### src/rtl/mcache_pkg.sv
// Shared definitions for the packet-cache write path: arbiter FSM states,
// header field positions and cache capacity.
package mcache_pkg;

    typedef enum logic [1:0] {
        IDLE  = 2'd0,
        GRANT = 2'd1,
        RECV  = 2'd2,
        DESC  = 2'd3
    } arbState_e;

    localparam int HDR_DEST_LSB = 0;
    localparam int HDR_DEST_MSB = 3;
    localparam int HDR_PRIO_LSB = 4;
    localparam int HDR_PRIO_MSB = 6;
    localparam int HDR_LEN_LSB  = 7;
    localparam int HDR_LEN_MSB  = 16;

    localparam int MCACHE_RAMWIDTH = 10;
    localparam int MCACHE_CAPACITY = (1 << MCACHE_RAMWIDTH) - 1;

    // One word is kept unused so a full cache never aliases an empty one.
    function automatic int capacityOf(input int ramWidth);
        return (1 << ramWidth) - 1;
    endfunction

endpackage

### src/rtl/rr_arbiter.sv
// Round-robin selector: picks the first requester after the previous winner,
// wrapping around the channel list.
module rr_arbiter #(
    parameter int PORTNUM = 16,
    parameter int IDXW    = (PORTNUM > 1) ? $clog2(PORTNUM) : 1
) (
    input  logic [PORTNUM-1:0] req_i,
    input  logic [IDXW-1:0]    lastIdx_i,
    output logic [PORTNUM-1:0] grant_o,
    output logic [IDXW-1:0]    grantIdx_o,
    output logic               valid_o
);

    int cand;

    always_comb begin
        grant_o    = '0;
        grantIdx_o = '0;
        valid_o    = 1'b0;
        cand       = 0;
        for (int i = 1; i <= PORTNUM; i++) begin
            cand = int'(lastIdx_i) + i;
            if (cand >= PORTNUM) begin
                cand = cand - PORTNUM;
            end
            if (!valid_o && req_i[cand]) begin
                valid_o       = 1'b1;
                grantIdx_o    = IDXW'(cand);
                grant_o[cand] = 1'b1;
            end
        end
    end

endmodule

### src/rtl/port_wr_arb.sv
// Write-side arbiter for one output port: grants one input channel at a time,
// stores its beats into the packet cache and emits a descriptor per packet.
module port_wr_arb
    import mcache_pkg::*;
#(
    parameter int         PORTNUM  = 16,
    parameter int         DWIDTH   = 32,
    parameter int         RAMWIDTH = 10,
    parameter logic [3:0] PORT_ID  = 4'd0
) (
    input  logic                        i_clk,
    input  logic                        i_rst_n,
    input  logic [PORTNUM-1:0]          i_req,
    input  logic [PORTNUM*DWIDTH-1:0]   i_data,
    input  logic [PORTNUM-1:0]          i_data_vld,
    input  logic [PORTNUM-1:0]          i_eop,
    input  logic                        i_free_vld,
    input  logic [RAMWIDTH-1:0]         i_free_num,
    input  logic                        i_desc_full,
    output logic [PORTNUM-1:0]          o_resp,
    output logic [PORTNUM-1:0]          o_nresp,
    output logic [RAMWIDTH-1:0]         o_ramspace,
    output logic                        o_ready,
    output logic                        o_wr_en,
    output logic [RAMWIDTH-1:0]         o_wr_addr,
    output logic [DWIDTH-1:0]           o_wr_data,
    output logic                        o_desc_vld,
    output logic [RAMWIDTH-1:0]         o_desc_addr,
    output logic [RAMWIDTH-1:0]         o_desc_len,
    output logic [2:0]                  o_desc_prio,
    output logic                        o_ovf
);

    localparam int IdxW = (PORTNUM > 1) ? $clog2(PORTNUM) : 1;
    localparam logic [RAMWIDTH-1:0] Cap = RAMWIDTH'(capacityOf(RAMWIDTH));
    localparam logic [IdxW-1:0] LastIdxInit = IdxW'(PORTNUM - 1);

    if (int'(PORT_ID) >= PORTNUM) begin : g_portIdCheck
        $error("port_wr_arb: PORT_ID must index one of the PORTNUM ports");
    end

    arbState_e              state_q,    state_d;
    logic [IdxW-1:0]        lastWin_q,  lastWin_d;
    logic [IdxW-1:0]        winIdx_q,   winIdx_d;
    logic [PORTNUM-1:0]     winOh_q,    winOh_d;
    logic [PORTNUM-1:0]     reqMask_q,  reqMask_d;
    logic [RAMWIDTH-1:0]    wrPtr_q,    wrPtr_d;
    logic [RAMWIDTH-1:0]    beatCnt_q,  beatCnt_d;
    logic [RAMWIDTH-1:0]    space_q,    space_d;
    logic                   wrEn_q,     wrEn_d;
    logic [RAMWIDTH-1:0]    wrAddr_q,   wrAddr_d;
    logic [DWIDTH-1:0]      wrData_q,   wrData_d;
    logic                   ovf_q,      ovf_d;
    logic [RAMWIDTH-1:0]    descAddr_q, descAddr_d;
    logic [2:0]             prio_q,     prio_d;

    logic [PORTNUM-1:0]     arbOh;
    logic [IdxW-1:0]        arbIdx;
    logic                   arbValid;

    logic                   beatVld;
    logic                   beatEop;
    logic [DWIDTH-1:0]      beatData;
    logic                   accept;
    logic [RAMWIDTH:0]      spaceSum;

    rr_arbiter #(
        .PORTNUM (PORTNUM),
        .IDXW    (IdxW)
    ) u_rrArbiter (
        .req_i      (i_req),
        .lastIdx_i  (lastWin_q),
        .grant_o    (arbOh),
        .grantIdx_o (arbIdx),
        .valid_o    (arbValid)
    );

    // Only the granted channel is visible to the receive path.
    assign beatVld  = i_data_vld[winIdx_q];
    assign beatEop  = i_eop[winIdx_q];
    assign beatData = i_data[winIdx_q*DWIDTH +: DWIDTH];
    assign accept   = (state_q == RECV) && beatVld && (space_q != '0);

    always_comb begin
        state_d    = state_q;
        lastWin_d  = lastWin_q;
        winIdx_d   = winIdx_q;
        winOh_d    = winOh_q;
        reqMask_d  = reqMask_q;
        wrPtr_d    = wrPtr_q;
        beatCnt_d  = beatCnt_q;
        wrEn_d     = 1'b0;
        wrAddr_d   = wrAddr_q;
        wrData_d   = wrData_q;
        ovf_d      = 1'b0;
        descAddr_d = descAddr_q;
        prio_d     = prio_q;

        case (state_q)
            IDLE: begin
                if (!i_desc_full && arbValid) begin
                    state_d   = GRANT;
                    winIdx_d  = arbIdx;
                    winOh_d   = arbOh;
                    reqMask_d = i_req;
                    lastWin_d = arbIdx;
                    beatCnt_d = '0;
                end
            end
            GRANT: begin
                state_d = RECV;
            end
            RECV: begin
                if (beatVld) begin
                    if (accept) begin
                        wrEn_d   = 1'b1;
                        wrAddr_d = wrPtr_q;
                        wrData_d = beatData;
                        wrPtr_d  = wrPtr_q + RAMWIDTH'(1);
                        if (beatCnt_q == '0) begin
                            descAddr_d = wrPtr_q;
                            prio_d     = beatData[HDR_PRIO_MSB:HDR_PRIO_LSB];
                        end
                        if (beatCnt_q != '1) begin
                            beatCnt_d = beatCnt_q + RAMWIDTH'(1);
                        end
                    end else begin
                        ovf_d = 1'b1;
                    end
                    if (beatEop) begin
                        state_d = DESC;
                    end
                end
            end
            DESC: begin
                state_d = IDLE;
            end
            default: begin
                state_d = IDLE;
            end
        endcase
    end

    // Write and release land in the same cycle; one spare bit catches overflow
    // of the sum so the result can be clamped to capacity.
    always_comb begin
        spaceSum = {1'b0, space_q}
                 - (accept ? (RAMWIDTH+1)'(1) : '0)
                 + (i_free_vld ? {1'b0, i_free_num} : '0);
        space_d  = spaceSum[RAMWIDTH] ? Cap : spaceSum[RAMWIDTH-1:0];
    end

    always_ff @(posedge i_clk) begin
        if (!i_rst_n) begin
            state_q    <= IDLE;
            lastWin_q  <= LastIdxInit;
            winIdx_q   <= '0;
            winOh_q    <= '0;
            reqMask_q  <= '0;
            wrPtr_q    <= '0;
            beatCnt_q  <= '0;
            space_q    <= Cap;
            wrEn_q     <= 1'b0;
            wrAddr_q   <= '0;
            wrData_q   <= '0;
            ovf_q      <= 1'b0;
            descAddr_q <= '0;
            prio_q     <= '0;
        end else begin
            state_q    <= state_d;
            lastWin_q  <= lastWin_d;
            winIdx_q   <= winIdx_d;
            winOh_q    <= winOh_d;
            reqMask_q  <= reqMask_d;
            wrPtr_q    <= wrPtr_d;
            beatCnt_q  <= beatCnt_d;
            space_q    <= space_d;
            wrEn_q     <= wrEn_d;
            wrAddr_q   <= wrAddr_d;
            wrData_q   <= wrData_d;
            ovf_q      <= ovf_d;
            descAddr_q <= descAddr_d;
            prio_q     <= prio_d;
        end
    end

    assign o_ready     = (state_q == IDLE) && !i_desc_full;
    assign o_resp      = (state_q == GRANT) ? winOh_q : '0;
    assign o_nresp     = (state_q == GRANT) ? (reqMask_q & ~winOh_q) : '0;
    assign o_ramspace  = space_q;
    assign o_wr_en     = wrEn_q;
    assign o_wr_addr   = wrAddr_q;
    assign o_wr_data   = wrData_q;
    assign o_ovf       = ovf_q;
    assign o_desc_vld  = (state_q == DESC);
    assign o_desc_addr = (state_q == DESC) ? descAddr_q : '0;
    assign o_desc_len  = (state_q == DESC) ? beatCnt_q : '0;
    assign o_desc_prio = (state_q == DESC) ? prio_q : '0;

endmodule

### config.mk
export PLATFORM = sky130hd
export DESIGN_NAME = port_wr_arb
export DESIGN_NICKNAME = d
export VERILOG_FILES = /design/src/rtl/mcache_pkg.sv /design/src/rtl/rr_arbiter.sv /design/src/rtl/port_wr_arb.sv
export SDC_FILE = /design/constraint.sdc
export NUM_CORES = 1
export LEC_CHECK = 0
export CORE_AREA = 5 5 267 269
export DETAILED_ROUTE_END_ITERATION = 7
export DIE_AREA = 0 0 272 274
export PLACE_DENSITY = 0.55
export SLEW_MARGIN = 0
export SYNTH_ARGS = -nofsm -noshare
export SYNTH_HDL_FRONTEND = slang
export SYNTH_SLANG_ARGS = --single-unit
export TNS_END_PERCENT = 50
### constraint.sdc
create_clock -name i_clk -period 7.5 [get_ports i_clk]
set_clock_uncertainty 0.15 [all_clocks]
set_input_delay 1.5 -clock i_clk [delete_from_list [all_inputs] [get_ports i_clk]]
set_output_delay 1.5 -clock i_clk [all_outputs]
set_load 0.01 [all_outputs]
==> impl_results.md, run 1 <==
- Worst rel slew slack: 22.6%
- Post-Synthesis Net Count: just over 2000
- Most used DFF post-synth: sky130_fd_sc_hd__dfxtp_1
- Share of layout cells above drive strength 1: ~15%
- Insertion delay to the later sink of the worst-skew pair: ~470 ps
- Setup TNS: 0 ps
- Final hold violations: 0
- Category of the critical setup timing path: in2reg
- Post-DRT Antenna Nets: 0
- Root Driver: sky130_fd_sc_hd__clkbuf_16
- Min-delay src: o_wr_data[13]$_SDFFE_PN0P_
- Top Ports: 685
- CTS tree: done
- Maximum level of the CTS H-tree: 4
- Post-Layout Cell Count: just under 3000
- EDFF count, synth: 0
- Nature of the critical path startpoint: primary input
- Antenna violations before repair: 32
- Most frequent standard cell in the layout excluding fill and tap cells: sky130_fd_sc_hd__clkdlybuf4s50_1
- Wirelength per Cell: around 32 µm
- Synth async-reset ratio: 0%
- Area grow syn2layout: 62.6%
- Global-route wire length before repair: about 130000 µm
- Setup Viol. Count Final: 0
- Via/cell ratio: a little over 5
- Worst Path Required: between 7000 and 8000 ps
- Most frequent cells in the layout: sky130_fd_sc_hd__clkdlybuf4s50_1, sky130_fd_sc_hd__nand2_1, sky130_fd_sc_hd__mux4_2, sky130_fd_sc_hd__dfxtp_1, sky130_fd_sc_hd__a21oi_1
- Row count: 96
- Longest Clk Path Bufs: 2
- Gate Count Post-Synth: 1431
- Final period util: 83.1%
- Design Power: 6.99 mW
- Power density cells: approximately 320 nW/µm²
- TritonCTS buffer count: 17
- Arrival time at the worst endpoint: roughly 6400 ps
- Post-detail-place hpwl: 79800 µm
- Core Area: slightly below 70000 µm²
- Flops & latches, synth: between 100 and 150
- Total placed cells including tap cells: between 2000 and 3000
- Footprint of the multi-input gates: 10100 µm²
- Placer Congestion: ~1.1
- Number of fill cells: between 7000 and 8000
- Number of violations of the max-capacitance limit: 0
- Distinct cell type count after synthesis: just over 80
- Effective utilization at floorplan: between 10% and 20%
- Largest voltage drop on the vdd net: approximately 0.00032 V
- Least-Margin Pin Slew: around 1200 ps
- Overall Global Routing Usage: approximately a quarter
- Cell area after technology mapping: ~13000 µm²
- Largest fanout on the critical path: 10
- Max Clock Freq: ~0.16 GHz
- Area enclosed by the die boundary: 74500 µm²
- Number of hold-repair buffers added at the cts stage: 0
- Max-slew violation count: 0
- Setup repair after global routing missed its margin: false
- Minimum period implied by the final worst setup slack: ~6200 ps
- Fraction of the yosys area taken by sequential cells: approximately 19%
- Source of the critical timing path: i_data_vld[15]
- Run status: finished, final reports clean
- Number of global-route vias before repair: about 16000
- Number of warning messages in the yosys log: 0
- Die extent in x: between 200 and 300 µm
- Overall die height: roughly 270 µm
- WL final: 95300 µm
- Pin count of the biggest net entering global routing: 71
- RR Startpoint: lastWin_q[0]$_SDFFE_PN1P_
- Aggregate global routing overflow: 0
- Classification of the worst-slack hold path: reg2reg
- Quantity of gates resized following cts: 0
- Number of DRC markers after the initial detailed-route iteration: between 1000 and 1500
- Port Buf Inserts: between 600 and 700
- Kind of end point of the critical path: flop
- Total via count in the routed design: around 15000
- Detailed-router iteration count before antenna repair: 6
- Mean area per synthesized cell: 9.36 µm²
- Remaining design rule violation count: 0
- Clock-pin transition on the worst setup and hold timing paths: about 70 ps
- Combined flip-flop and latch cell area: between 2000 and 3000 µm²
- Number of sinks handled by clock tree synthesis: between 100 and 150
- Final net count: about 2700
- Post-CTS repair timing setup buffer count: 0
- Lkg Pwr: 7.57 nW
sequential cells by signal, summed over array words and instances (netlist names):
signal      count
prio_q          3
o_ovf           1
winIdx_q        4
lastWin_q       4
state_q         2
beatCnt_q      10
reqMask_q      16
winOh_q        16
descAddr_q     10
wrPtr_q        10
o_wr_en         1
o_wr_addr      10
o_wr_data      32
o_ramspace     10
cells in the mapped netlist (6+ instances only):
cell	n	area, µm²
sky130_fd_sc_hd__and2_1	48	300
sky130_fd_sc_hd__clkbuf_1	93	349
sky130_fd_sc_hd__a31oi_1	27	169
sky130_fd_sc_hd__mux2_2	7	78.8
sky130_fd_sc_hd__buf_2	11	55.1
sky130_fd_sc_hd__o21ai_0	53	265
sky130_fd_sc_hd__xnor2_1	21	184
sky130_fd_sc_hd__nand3_1	55	275
sky130_fd_sc_hd__nand2b_1	8	50.1
sky130_fd_sc_hd__a221oi_1	13	114
sky130_fd_sc_hd__a32oi_1	7	61.3
sky130_fd_sc_hd__mux4_2	196	4410
sky130_fd_sc_hd__inv_1	59	221
sky130_fd_sc_hd__nand4_1	14	87.6
sky130_fd_sc_hd__nand2_1	209	785
sky130_fd_sc_hd__buf_1	18	67.6
sky130_fd_sc_hd__o22ai_1	7	43.8
sky130_fd_sc_hd__and3_1	14	87.6
sky130_fd_sc_hd__o21ai_1	6	30.0
sky130_fd_sc_hd__mux2i_1	31	310
sky130_fd_sc_hd__nor2_1	74	278
sky130_fd_sc_hd__o211ai_1	8	60.1
sky130_fd_sc_hd__xor2_1	12	105
sky130_fd_sc_hd__a21oi_1	105	526
sky130_fd_sc_hd__and3b_1	16	140
sky130_fd_sc_hd__nor3_1	26	130
sky130_fd_sc_hd__dfxtp_1	129	2580
sky130_fd_sc_hd__ha_1	45	563
sky130_fd_sc_hd__or3_1	7	43.8
metal layers:
layer / global-route usage, % / part of all wire, %
met1: 30.9 / 41
met2: 44.2 / 52
met3: 4.50 / 6.0
met4: 4.34 / 1.3
met5: 0 / 0.079
kinds of logic (layout without fill, tap and decap cells):
group / after synthesis / after routing / synth area share, %
and+or+nand+nor: 503 / 503 / 18.4
AOI/OAI and AO/OA: 298 / 298 / 14.2
muxes: 234 / 234 / 35.9
buffers and inverters: 186 / 816 / 5.48
DFF: 129 / 129 / 19.3
adders and majority gates: 46 / 46 / 4.35
xor gates and xnor gates: 35 / 35 / 2.40
other: 0 / 5 / 0
critical path, cell delays in order:
cell                              delay [ps]
sky130_fd_sc_hd__clkdlybuf4s50_1         420
sky130_fd_sc_hd__mux4_2                  490
sky130_fd_sc_hd__mux4_2                  540
sky130_fd_sc_hd__and2_1                  210
sky130_fd_sc_hd__nand2_2                  80
sky130_fd_sc_hd__inv_2                    40
sky130_fd_sc_hd__ha_1                    280
sky130_fd_sc_hd__inv_1                    60
sky130_fd_sc_hd__ha_1                    160
sky130_fd_sc_hd__inv_1                    60
sky130_fd_sc_hd__fa_1                    380
sky130_fd_sc_hd__nor2b_1                 150
sky130_fd_sc_hd__o21ai_0                 110
sky130_fd_sc_hd__a21boi_0                250
sky130_fd_sc_hd__o21ai_0                 150
sky130_fd_sc_hd__a21boi_0                240
sky130_fd_sc_hd__o21ai_0                 130
sky130_fd_sc_hd__a21boi_0                250
sky130_fd_sc_hd__o21ai_0                 150
sky130_fd_sc_hd__a21oi_1                 550
sky130_fd_sc_hd__o21ai_0                 200
path summary, 6_finish.rpt:
| check | to | slack (ps) | cells after the start |
|---|---|---|---|
| setup reg to reg | winIdx_q[3]$_SDFFE_PN0P_ | 2180 | 13 |
| setup / recovery | o_ramspace[9]$_SDFF_PP1_ | 1270 | 21 |
| hold / removal | o_wr_data[13]$_SDFFE_PN0P_ | 310 | 2 |
| hold reg to reg | o_wr_data[13]$_SDFFE_PN0P_ | 310 | 2 |
cell type report:
class / count / area share, %
diodes: 5 / 0.0574
clock buffers: 17 / 1.95
clock inverters: 15 / 0.764
inverters: 60 / 1.04
multi-input cells: 1116 / 46.4
flip-flops and latches: 129 / 11.9
well taps: 882 / 5.07
repair buffers: 724 / 32.8
metrics by stage:
stage          setup slack (ps)  area (µm²)  utilization, %  hold WS, ps
3_3_place_gp                658       21200            31.0          295
4_1_cts                     948       21800            31.8          309
5_1_grt                     837       21800            31.9          324
2_1_floorplan              1110       13400               -          282
6_report                   1270       21800            31.9          305
3_5_place_dp                456       21200            31.0          300
where the power goes:
| group | total (mW) | internal, mW | switching [mW] |
|---|---|---|---|
| registers | 0.904 | 0.801 | 0.103 |
| logic | 5.20 | 2.03 | 3.17 |
| clock network | 0.888 | 0.474 | 0.415 |
| total | 6.99 | 3.30 | 3.69 |
Power figures use the tool's default switching activity.
==> run 2, diff against run 1 <==
PLACE_DENSITY = 0.57   (was 0.55)
clock period = 5.1 ns   (was 7.5 ns; I/O delays follow)
==> run 2 against run 1 <==
Register-to-register slack worse by 1800 ps. Worst setup slack worse by 1200 ps. Hold slack better by 1.4 ps. Cell count is 5.0% higher. Die area stayed put. Clock power is 41% higher. Clock-buffer cell count stayed put. Wire length is 5.0% higher. Final area is 5.3% higher. Largest power group unchanged.
==> impl_results.md, run 2 (same netlist as run 1, synthesis figures left out) <==
- Arrival time at the worst endpoint: ~5300 ps
- Via/cell ratio: approximately 5.2
- Post-DRT Antenna Nets: 0
- Die extent in x: approximately 270 µm
- Classification of the worst-slack hold path: reg2reg
- Total via count in the routed design: around 16000
- RR Startpoint: lastWin_q[1]$_SDFFE_PN1P_
- Max Clock Freq: ~0.2 GHz
- Effective utilization at floorplan: about a fifth
- Number of violations of the max-capacitance limit: 0
- Longest Clk Path Bufs: 2
- Area enclosed by the die boundary: around 75000 µm²
- Power density cells: approximately 510 nW/µm²
- Global-route wire length before repair: 132000 µm
- Largest voltage drop on the vdd net: roughly 0.00039 V
- Port Buf Inserts: roughly 700
- Worst Setup EP: o_ramspace[6]$_SDFF_PP1_
- Row count: 96
- Insertion delay to the later sink of the worst-skew pair: about 480 ps
- R2r endpoint: winOh_q[5]$_SDFFE_PN0P_
- Antenna violations before repair: 24
- Largest fanout on the critical path: 7
- Maximum level of the CTS H-tree: 4
- Least-Margin Pin Slew: 1180 ps
- Reg2reg path depth: 15
- Aggregate global routing overflow: 0
- Root Driver: sky130_fd_sc_hd__clkbuf_16
- Detailed-router iteration count before antenna repair: 8
- Clock-pin transition on the worst setup and hold timing paths: 70 ps
- Nature of the critical path startpoint: primary input
- Placer Congestion: between 1 and 1.5
- Worst Path Required: ~5400 ps
- Pin count of the biggest net entering global routing: between 100 and 150
- Kind of end point of the critical path: flop
- Post-detail-place hpwl: approximately 85000 µm
- Flip-flop count of the largest register, all copies and words added: 32
- Core Area: slightly below 70000 µm²
- Share of layout cells above drive strength 1: 20.9%
- Most frequent standard cell in the layout excluding fill and tap cells: sky130_fd_sc_hd__clkdlybuf4s50_1
- Max-slew violation count: 0
- Final net count: about 2800
- Lkg Pwr: 8.32 nW
- Number of sinks handled by clock tree synthesis: about 130
- Remaining design rule violation count: 0
- Top Ports: roughly 690
- Minimum period implied by the final worst setup slack: roughly 5000 ps
- Most frequent cells in the layout: sky130_fd_sc_hd__clkdlybuf4s50_1, sky130_fd_sc_hd__nand2_1, sky130_fd_sc_hd__mux4_2, sky130_fd_sc_hd__buf_4, sky130_fd_sc_hd__dfxtp_1
- Depth of the worst hold-timing path: 2
- Source of the critical timing path: i_data_vld[9]
- Worst rel slew slack: 20.6%
- Reg2reg setup slack: around 340 ps
- CTS tree: done
- Setup Viol. Count Final: 0
- Run status: finished, final reports clean
- Final hold violations: 0
- Overall Global Routing Usage: between 20 and 30%
- Design Power: ~12 mW
- Number of DRC markers after the initial detailed-route iteration: around 1400
- Overall die height: ~270 µm
- Number of global-route vias before repair: between 15000 and 20000
- Setup TNS: 0 ps
- WL final: approximately 100000 µm
- TritonCTS buffer count: 17
- Final period util: between 90% and 100%
- Area grow syn2layout: 71.3%
- Category of the critical setup timing path: in2reg
- Wirelength per Cell: approximately 32 µm
## run 2: changes by cell type in the layout (fill, tap and decap cells not counted), moves of 2 or more
cell / before / now
sky130_fd_sc_hd__buf_12: 0 / 3
sky130_fd_sc_hd__inv_6: 1 / 7
sky130_fd_sc_hd__inv_8: 7 / 3
sky130_fd_sc_hd__buf_4: 40 / 185
sky130_fd_sc_hd__clkinv_4: 4 / 0
sky130_fd_sc_hd__o22ai_1: 7 / 3
sky130_fd_sc_hd__o21ai_0: 53 / 44
sky130_fd_sc_hd__o21ai_1: 6 / 14
sky130_fd_sc_hd__o22ai_2: 0 / 4
sky130_fd_sc_hd__a21boi_0: 3 / 0
sky130_fd_sc_hd__a21boi_1: 1 / 3
## run 2: area by class of cell
| class | instances | area [µm²] |
|---|---|---|
| Inverter | 60 | 226 |
| Clock buffer | 17 | 425 |
| Sequential cell | 129 | 2590 |
| Fill cell | 6972 | 45400 |
| Antenna cell | 4 | 10.0 |
| Tap cell | 882 | 1100 |
| Timing Repair Buffer | 872 | 8300 |
| Clock inverter | 15 | 138 |
| Multi-Input combinational cell | 1116 | 10200 |
## run 2: how the worst min path moves through the flow
stage | to | slack, ps | start
floorplan | reqMask_q[0]$_SDFFE_PN0P_ | 280 | reqMask_q[0]$_SDFFE_PN0P_
global placement | o_wr_data[0]$_SDFFE_PN0P_ | 290 | o_wr_data[0]$_SDFFE_PN0P_
detailed placement | o_wr_data[19]$_SDFFE_PN0P_ | 300 | o_wr_data[19]$_SDFFE_PN0P_
CTS | o_wr_data[19]$_SDFFE_PN0P_ | 310 | o_wr_data[19]$_SDFFE_PN0P_
global route | o_wr_data[13]$_SDFFE_PN0P_ | 320 | o_wr_data[13]$_SDFFE_PN0P_
finish | o_wr_data[19]$_SDFFE_PN0P_ | 310 | o_wr_data[19]$_SDFFE_PN0P_
## run 2: power breakdown
group	internal [mW]	switching (mW)	total [mW]
logic	3.99	5.10	9.09
registers	1.18	0.167	1.35
clock network	0.643	0.604	1.25
## run 2: metrics by stage
step / hold WS [ps] / util, % / std cells / setup WS (ps) / cell area, µm²
2_1_floorplan: 282 / - / 1431 / 8.81 / 13400
3_3_place_gp: 292 / 32.6 / 3054 / -325 / 22300
3_5_place_dp: 296 / 32.6 / 3054 / -399 / 22300
4_1_cts: 307 / 33.4 / 3086 / 109 / 22900
5_1_grt: 321 / 33.6 / 3093 / -109 / 22900
6_report: 306 / 33.6 / 3095 / 79.5 / 22900
## run 2: critical path: stages
cell and delay [ps]:
sky130_fd_sc_hd__clkdlybuf4s50_1 440, sky130_fd_sc_hd__mux4_2 460, sky130_fd_sc_hd__mux4_2 490, sky130_fd_sc_hd__and2_4 170, sky130_fd_sc_hd__nand2_4 60, sky130_fd_sc_hd__inv_2 50
sky130_fd_sc_hd__ha_1 280, sky130_fd_sc_hd__inv_1 60, sky130_fd_sc_hd__ha_2 160, sky130_fd_sc_hd__inv_1 60, sky130_fd_sc_hd__fa_2 350, sky130_fd_sc_hd__nor2b_2 160
sky130_fd_sc_hd__o21ai_2 80, sky130_fd_sc_hd__a21boi_2 170, sky130_fd_sc_hd__o21ai_1 110, sky130_fd_sc_hd__a21boi_1 230, sky130_fd_sc_hd__o21ai_1 130, sky130_fd_sc_hd__a21boi_1 210
sky130_fd_sc_hd__o21ai_1 120, sky130_fd_sc_hd__nor4b_4 150, sky130_fd_sc_hd__buf_4 170, sky130_fd_sc_hd__o22ai_2 160
## run 2: what timing repair did
action,in CTS,in global routing
buffers inserted,0,6
gates resized for setup,0,9
hold buffers,0,0
setup endpoints to repair,0,10
## run 2: per-layer routing
layer  up-vias  wire length, µm  GRT usage, %
met1      8047            41600          32.9
met5         -                7             0
met3        99             6280          4.80
li1       7026                -             -
met2       790            50400          45.0
met4         2             1820          4.60
==> run 3, diff against run 2 <==
CORE_AREA = 5 5 261 263   (was 5 5 267 269)
DIE_AREA = 0 0 266 268   (was 0 0 272 274)
clock period = 5.25 ns   (was 5.1 ns; I/O delays follow)
==> run 3 against run 2 <==
Clock power hardly changed. Critical path depth did not move. Worst setup slack better by 150 ps. Sequential power decreased by 4%. Register-to-register slack better by 270 ps. Critical path type unchanged. Power down 11%. Non-clock buffer count fell by 89. Combinational power down 14%. Flip-flop and latch count unchanged.
==> impl_results.md, run 3 (same netlist as run 1, synthesis figures left out) <==
- Reg2reg path depth: 15
- Effective utilization at floorplan: between 20% and 30%
- Cell family contributing the most delay on the critical path: compound AO/OA/AOI/OAI gates
- Utilization of the core after routing: 34.0%
- CTS tree: done
- Category of the critical setup timing path: in2reg
- Top Ports: just under 700
- Number of sinks handled by clock tree synthesis: between 100 and 150
- Cell with the biggest individual delay on the critical path: sky130_fd_sc_hd__mux4_2
- Final hold violations: 0
- Design Power: 10.4 mW
- Final period util: 95.7%
- Logic depth of the worst setup path including buffers: 22
- Max Clock Freq: between 0.15 and 0.2 GHz
- Worst Path Required: between 5000 and 6000 ps
- Footprint of the multi-input gates: around 10000 µm²
- Maximum level of the CTS H-tree: 4
- Share of layout cells above drive strength 1: between 10% and 20%
- Worst rel slew slack: 31.7%
- Run status: finished, final reports clean
- Longest Clk Path Bufs: 2
- Setup repair after global routing missed its margin: false
- Insertion delay to the later sink of the worst-skew pair: 470 ps
- Post-detail-place hpwl: around 76000 µm
- Kind of end point of the critical path: flop
- Critical-path cell list: clkdlybuf4s50_1, mux4_2, mux4_2, and2_4, nand2_4, inv_2, ha_1, inv_1, ha_1, inv_1, fa_1, nor2b_1, o21ai_1, a21boi_1, o21ai_1, a21boi_1, o21ai_1, a21boi_1, o21ai_1, nor4b_4, buf_4, o22ai_1
- Arrival time at the worst endpoint: around 5300 ps
- Aggregate global routing overflow: 0
- Most frequent cells in the layout: sky130_fd_sc_hd__clkdlybuf4s50_1, sky130_fd_sc_hd__nand2_1, sky130_fd_sc_hd__mux4_2, sky130_fd_sc_hd__dfxtp_1, sky130_fd_sc_hd__a21oi_1
- Combined buffer and inverter count along the critical path: 5
- Port Buf Inserts: a little under 700
- Setup Viol. Count Final: 0
- Lkg Pwr: approximately 7.9 nW
- Antenna violations before repair: 22
- Overall die height: around 270 µm
- Overall Global Routing Usage: between 20% and 30%
- Number of fill cells: between 6000 and 7000
- Cell occurring most often along the worst timing path: sky130_fd_sc_hd__o21ai_1
- TritonCTS buffer count: 17
- Via/cell ratio: just over 5
- WL final: 88400 µm
- Largest voltage drop on the vdd net: roughly 0.00030 V
- Placer Congestion: approximately 1.0
- Nature of the critical path startpoint: primary input
- Area grow syn2layout: 65.9%
- Total via count in the routed design: about 15000
- Global-route wire length before repair: 120000 µm
- Flip-flop count of the largest register, all copies and words added: 32
- Final worst hold slack: 304 ps
- Number of violations of the max-capacitance limit: 0
- Worst slack at placement: -426 ps
- Largest fanout on the critical path: 10
- Setup WS post-layout: around 230 ps
- Wirelength per Cell: between 20 and 30 µm
- Post-DRT Antenna Nets: 0
- Row count: 94
- Root Driver: sky130_fd_sc_hd__clkbuf_16
- Most frequent standard cell in the layout excluding fill and tap cells: sky130_fd_sc_hd__clkdlybuf4s50_1
- Number of global-route vias before repair: 15700
- Combined flip-flop and latch cell area: 2590 µm²
- Least-Margin Pin Slew: ~1000 ps
- Pin count of the biggest net entering global routing: 60
- Max-slew violation count: 0
- Final net count: 2727
- Number of DRC markers after the initial detailed-route iteration: around 1400
- Setup TNS: 0 ps
- Remaining design rule violation count: 0
- Depth of the worst hold-timing path: 2
- Core Area: about 65000 µm²
- Area enclosed by the die boundary: about 71000 µm²
- Minimum period implied by the final worst setup slack: between 5000 and 6000 ps
- Die extent in x: approximately 270 µm
- Number of hold-repair buffers added at the cts stage: 0
- Classification of the worst-slack hold path: reg2reg
- Power density cells: about 470 nW/µm²
- Clock-pin transition on the worst setup and hold timing paths: roughly 70 ps
- Detailed-router iteration count before antenna repair: 6
- Max incr delay on CP: a little over 500 ps
## run 3: cell count changes in the layout (fill, tap and decap cells not counted), moves of 2 or more
cell | before | now
sky130_fd_sc_hd__buf_12 | 3 | 1
sky130_fd_sc_hd__buf_4 | 185 | 98
sky130_fd_sc_hd__clkinv_4 | 0 | 2
sky130_fd_sc_hd__diode_2 | 4 | 6
sky130_fd_sc_hd__inv_6 | 7 | 5
sky130_fd_sc_hd__o21ai_0 | 44 | 46
sky130_fd_sc_hd__o22ai_1 | 3 | 7
sky130_fd_sc_hd__o22ai_2 | 4 | 0
## run 3: report_power, final
group / internal (mW) / total, mW / leakage [nW] / switching (mW)
combinational: 3.26 / 7.82 / 6.52 / 4.57
sequential: 1.14 / 1.30 / 1.05 / 0.157
clock: 0.674 / 1.24 / 0.290 / 0.566
total: 5.07 / 10.4 / 7.86 / 5.29
## run 3: worst paths after layout
check	start	endpoint	slack, ps
setup reg to reg	lastWin_q[0]$_SDFFE_PN1P_	lastWin_q[0]$_SDFFE_PN1P_	610
setup / recovery	i_data_vld[15]	o_ramspace[4]$_SDFF_PP1_	230
hold reg to reg	o_wr_data[18]$_SDFFE_PN0P_	o_wr_data[18]$_SDFFE_PN0P_	300
hold / removal	o_wr_data[18]$_SDFFE_PN0P_	o_wr_data[18]$_SDFFE_PN0P_	300
## run 3: cell type report
type	instances	area share (%)
Antenna cell	6	0.0676
Clock buffer	17	1.91
Clock inverter	15	0.743
Inverter	60	1.02
Multi-Input combinational cell	1116	45.5
Sequential cell	129	11.7
Tap cell	864	4.86
Timing Repair Buffer	783	34.2
## run 3: what timing repair did
action | CTS | global route
endpoints found under the setup margin | 0 | 10
setup buffers | 0 | 5
gates resized for setup | 0 | 6
## run 3: metal layers
layer,up-vias,share of wire (%),global-route usage (%)
met4,10,2.0,6.02
met1,7692,40,30.1
met3,88,7.5,5.20
met5,-,0.085,0
li1,6849,-,-
met2,778,50,40.6
## run 3: worst min-delay path: stages (launching register included)
cell	delay, ps
sky130_fd_sc_hd__dfxtp_1	310
sky130_fd_sc_hd__nand2_1	50
sky130_fd_sc_hd__a21oi_1	50
## run 3: stage by stage
step                      instance area, µm²  cells
after detailed placement               21600   2947
after global placement                 21600   2947
after floorplan                        13400   1431
final                                  22200   2990
after global routing                   22200   2986
after CTS                              22200   2979
==> RTL change, RTL diff (settings of run 1) <==
Put one more register stage on the output `o_ovf`, cleared by the reset. The value now appears one clock later. The other outputs are not delayed to match.
--- a/src/rtl/port_wr_arb.sv
+++ b/src/rtl/port_wr_arb.sv
@@ -193,3 +193,9 @@
     assign o_wr_data   = wrData_q;
-    assign o_ovf       = ovf_q;
+    always_ff @(posedge i_clk) begin
+        if (!i_rst_n) begin
+            o_ovf <= '0;
+        end else begin
+            o_ovf <= ovf_q;
+        end
+    end
     assign o_desc_vld  = (state_q == DESC);
Formal check against the unedited RTL: no difference found for any inputs over 4 cycles, from zero or initial values and one cycle with i_rst_n low; that may be too few to reach the edited logic, so the function may still have changed.
==> RTL change against run 1 <==
  * Synthesized area is 1.9% higher
  * Sequential cell count is 1 higher
  * Maximum frequency is 2.8% higher
  * Power is 6.8% higher
  * Non-clock buffer count is 14 higher
  * Cell area is 1.3% higher
  * Worst setup slack better by 0.17 ns
  * Combinational power is 6.5% higher
  * Routed wire length is 3.4% lower
==> RTL change: results (changes against run 1) <==
Parameter                              Value

Drt
  Vias per cell    5.187 (about the same)
  Via count    15420 (was 15290)
  Drt pass-1 iters    7 (was 6)
  Starting DRC count in detailed routing    1370 (was 1288)
  Wire length after detailed routing    91980 um (was 95270 um)

CTS
  Total clock buffers created by CTS    17 (unchanged)
  Root Buffer Master    sky130_fd_sc_hd__clkbuf_16 (unchanged)
  Worst-path clk slew    0.07 ns (about the same)
  Resized Gates After CTS    0 (unchanged)
  Clock tree buffer depth    2 (unchanged)
  Clk_lat worst skew    0.48 ns

Pwr
  Maximum vdd drop    0.0002104 V (was 0.0003190 V)
  Power spent charging and discharging nets    3.777 mW (was 3.692 mW)
  Pleak    7.702 nW (was 7.565 nW)

Placed design
  Number of instances in the placed design    2935 (was 2911)
  Pre-CTS setup slack    1.009 ns (was 0.4561 ns)
  GP Congestion    1.007 (was 1.081)
  Placed wire-length estimate after detailed placement    77820 um (was 79800 um)
  Dpl cell area    21470 um^2 (was 21180 um^2)

Worst hold path
  Worst Hold Class    reg2reg (unchanged)

Synth
  Biggest area contributors in the synthesized netlist    sky130_fd_sc_hd__mux4_2, sky130_fd_sc_hd__dfxtp_1, sky130_fd_sc_hd__nand2_1 (unchanged)
  Most common library cells after synthesis    sky130_fd_sc_hd__nand2_1, sky130_fd_sc_hd__mux4_2, sky130_fd_sc_hd__dfxtp_1, sky130_fd_sc_hd__a21oi_1, sky130_fd_sc_hd__clkbuf_1 (unchanged)
  Main flop type after synthesis    sky130_fd_sc_hd__dfxtp_1 (unchanged)
  Number of instances in the synthesized netlist    1445 (was 1431)
  Syn_nets    2065 (was 2051)
  Portion of the post-synthesis area used by sequential elements    19.07% (was 19.28%)
  Synth unique cells    81 (was 82)

Global route
  Pin count of the biggest net entering global routing    55 (was 71)
  Number of antenna violations at the first check in global routing    13 (was 32)
  First-pass GRT wire length    125100 um (was 128000 um)
  Global routing usage summed across all routing layers    23.69% (was 24.50%)
  Number of global-route vias before repair    15660 (was 15600)

Final layout
  Filler cells    6973 (was 7020)
  Fin nets    2692 (was 2668)
  Layout cell share with drive strength beyond 1    15.78% (was 14.75%)

Critical path
  Critical path's slowest cell    sky130_fd_sc_hd__nor3_1 (was sky130_fd_sc_hd__a21oi_1)
  Max incr delay on CP    0.87 ns (was 0.55 ns)
  Arrival time at the worst endpoint    6.23 ns (was 6.41 ns)

STA
  Final Hold Fails    0 (unchanged)
  Transition at the pin with the smallest max-transition slack    1.072 ns (was 1.157 ns)

Run status
  Outcome    finished clean (unchanged)
==> RTL change: cell count changes after synthesis, sizes merged, moves of 10 or more <==
| cell | delta |
|---|---|
| and3 | +12 |
| a22oi | +10 |
| mux2i | +14 |
| nor2 | -15 |
==> RTL change: layout make-up <==
cell class | instances | area [um^2] | area share, %
inverter | 63 | 237.7 | 1.077
tap | 882 | 1104 | 5.000
multi-input combinational | 1122 | 10260 | 46.48
clock buffer | 18 | 429.2 | 1.944
clock inverter | 14 | 156.4 | 0.7086
sequential | 130 | 2615 | 11.85
timing repair buffer | 738 | 7259 | 32.89
antenna | 5 | 12.51 | 0.05669
==> RTL change: worst paths after layout <==
path / from / to / slack [ns] / cells past startpoint
hold / removal: o_wr_addr[2] / o_wr_addr[2] / 0.30 / 2
setup reg to reg: winIdx_q[0] / o_ramspace[2] / 2.06 / 19
hold reg to reg: o_wr_addr[2] / o_wr_addr[2] / 0.30 / 2
setup / recovery: i_data_vld[14] / o_ramspace[2] / 1.44 / 20
==> RTL change: per-layer routing <==
layer / part of all wire, % / vias to the layer above / GRT usage [%]
li1: - / 6823 / -
met1: 41 / 7782 / 30.72
met2: 50 / 753 / 40.64
met5: 0.021 / - / 0
met3: 7.3 / 53 / 5.347
met4: 1.5 / 4 / 4.895
==> RTL change: cells by family after synthesis <==
| logic type | share of synthesized area (%) |
|---|---|
| flops | 19.07 |
| xor+xnor | 1.732 |
| fa+ha+maj | 4.271 |
| buf+inv | 5.912 |
| compound gates | 14.49 |
| simple gates | 18.23 |
| mux | 36.30 |
==> RTL change: power by group through the flow <==
stage	logic [mW]	registers, mW	clock network, mW
detailed placement	5.49	1.07	0
global placement	5.52	1.07	0
CTS	5.51	1.05	0.915
global route	5.89	1.07	0.940
finish	5.54	1.04	0.883
floorplan	3.49	0.896	0
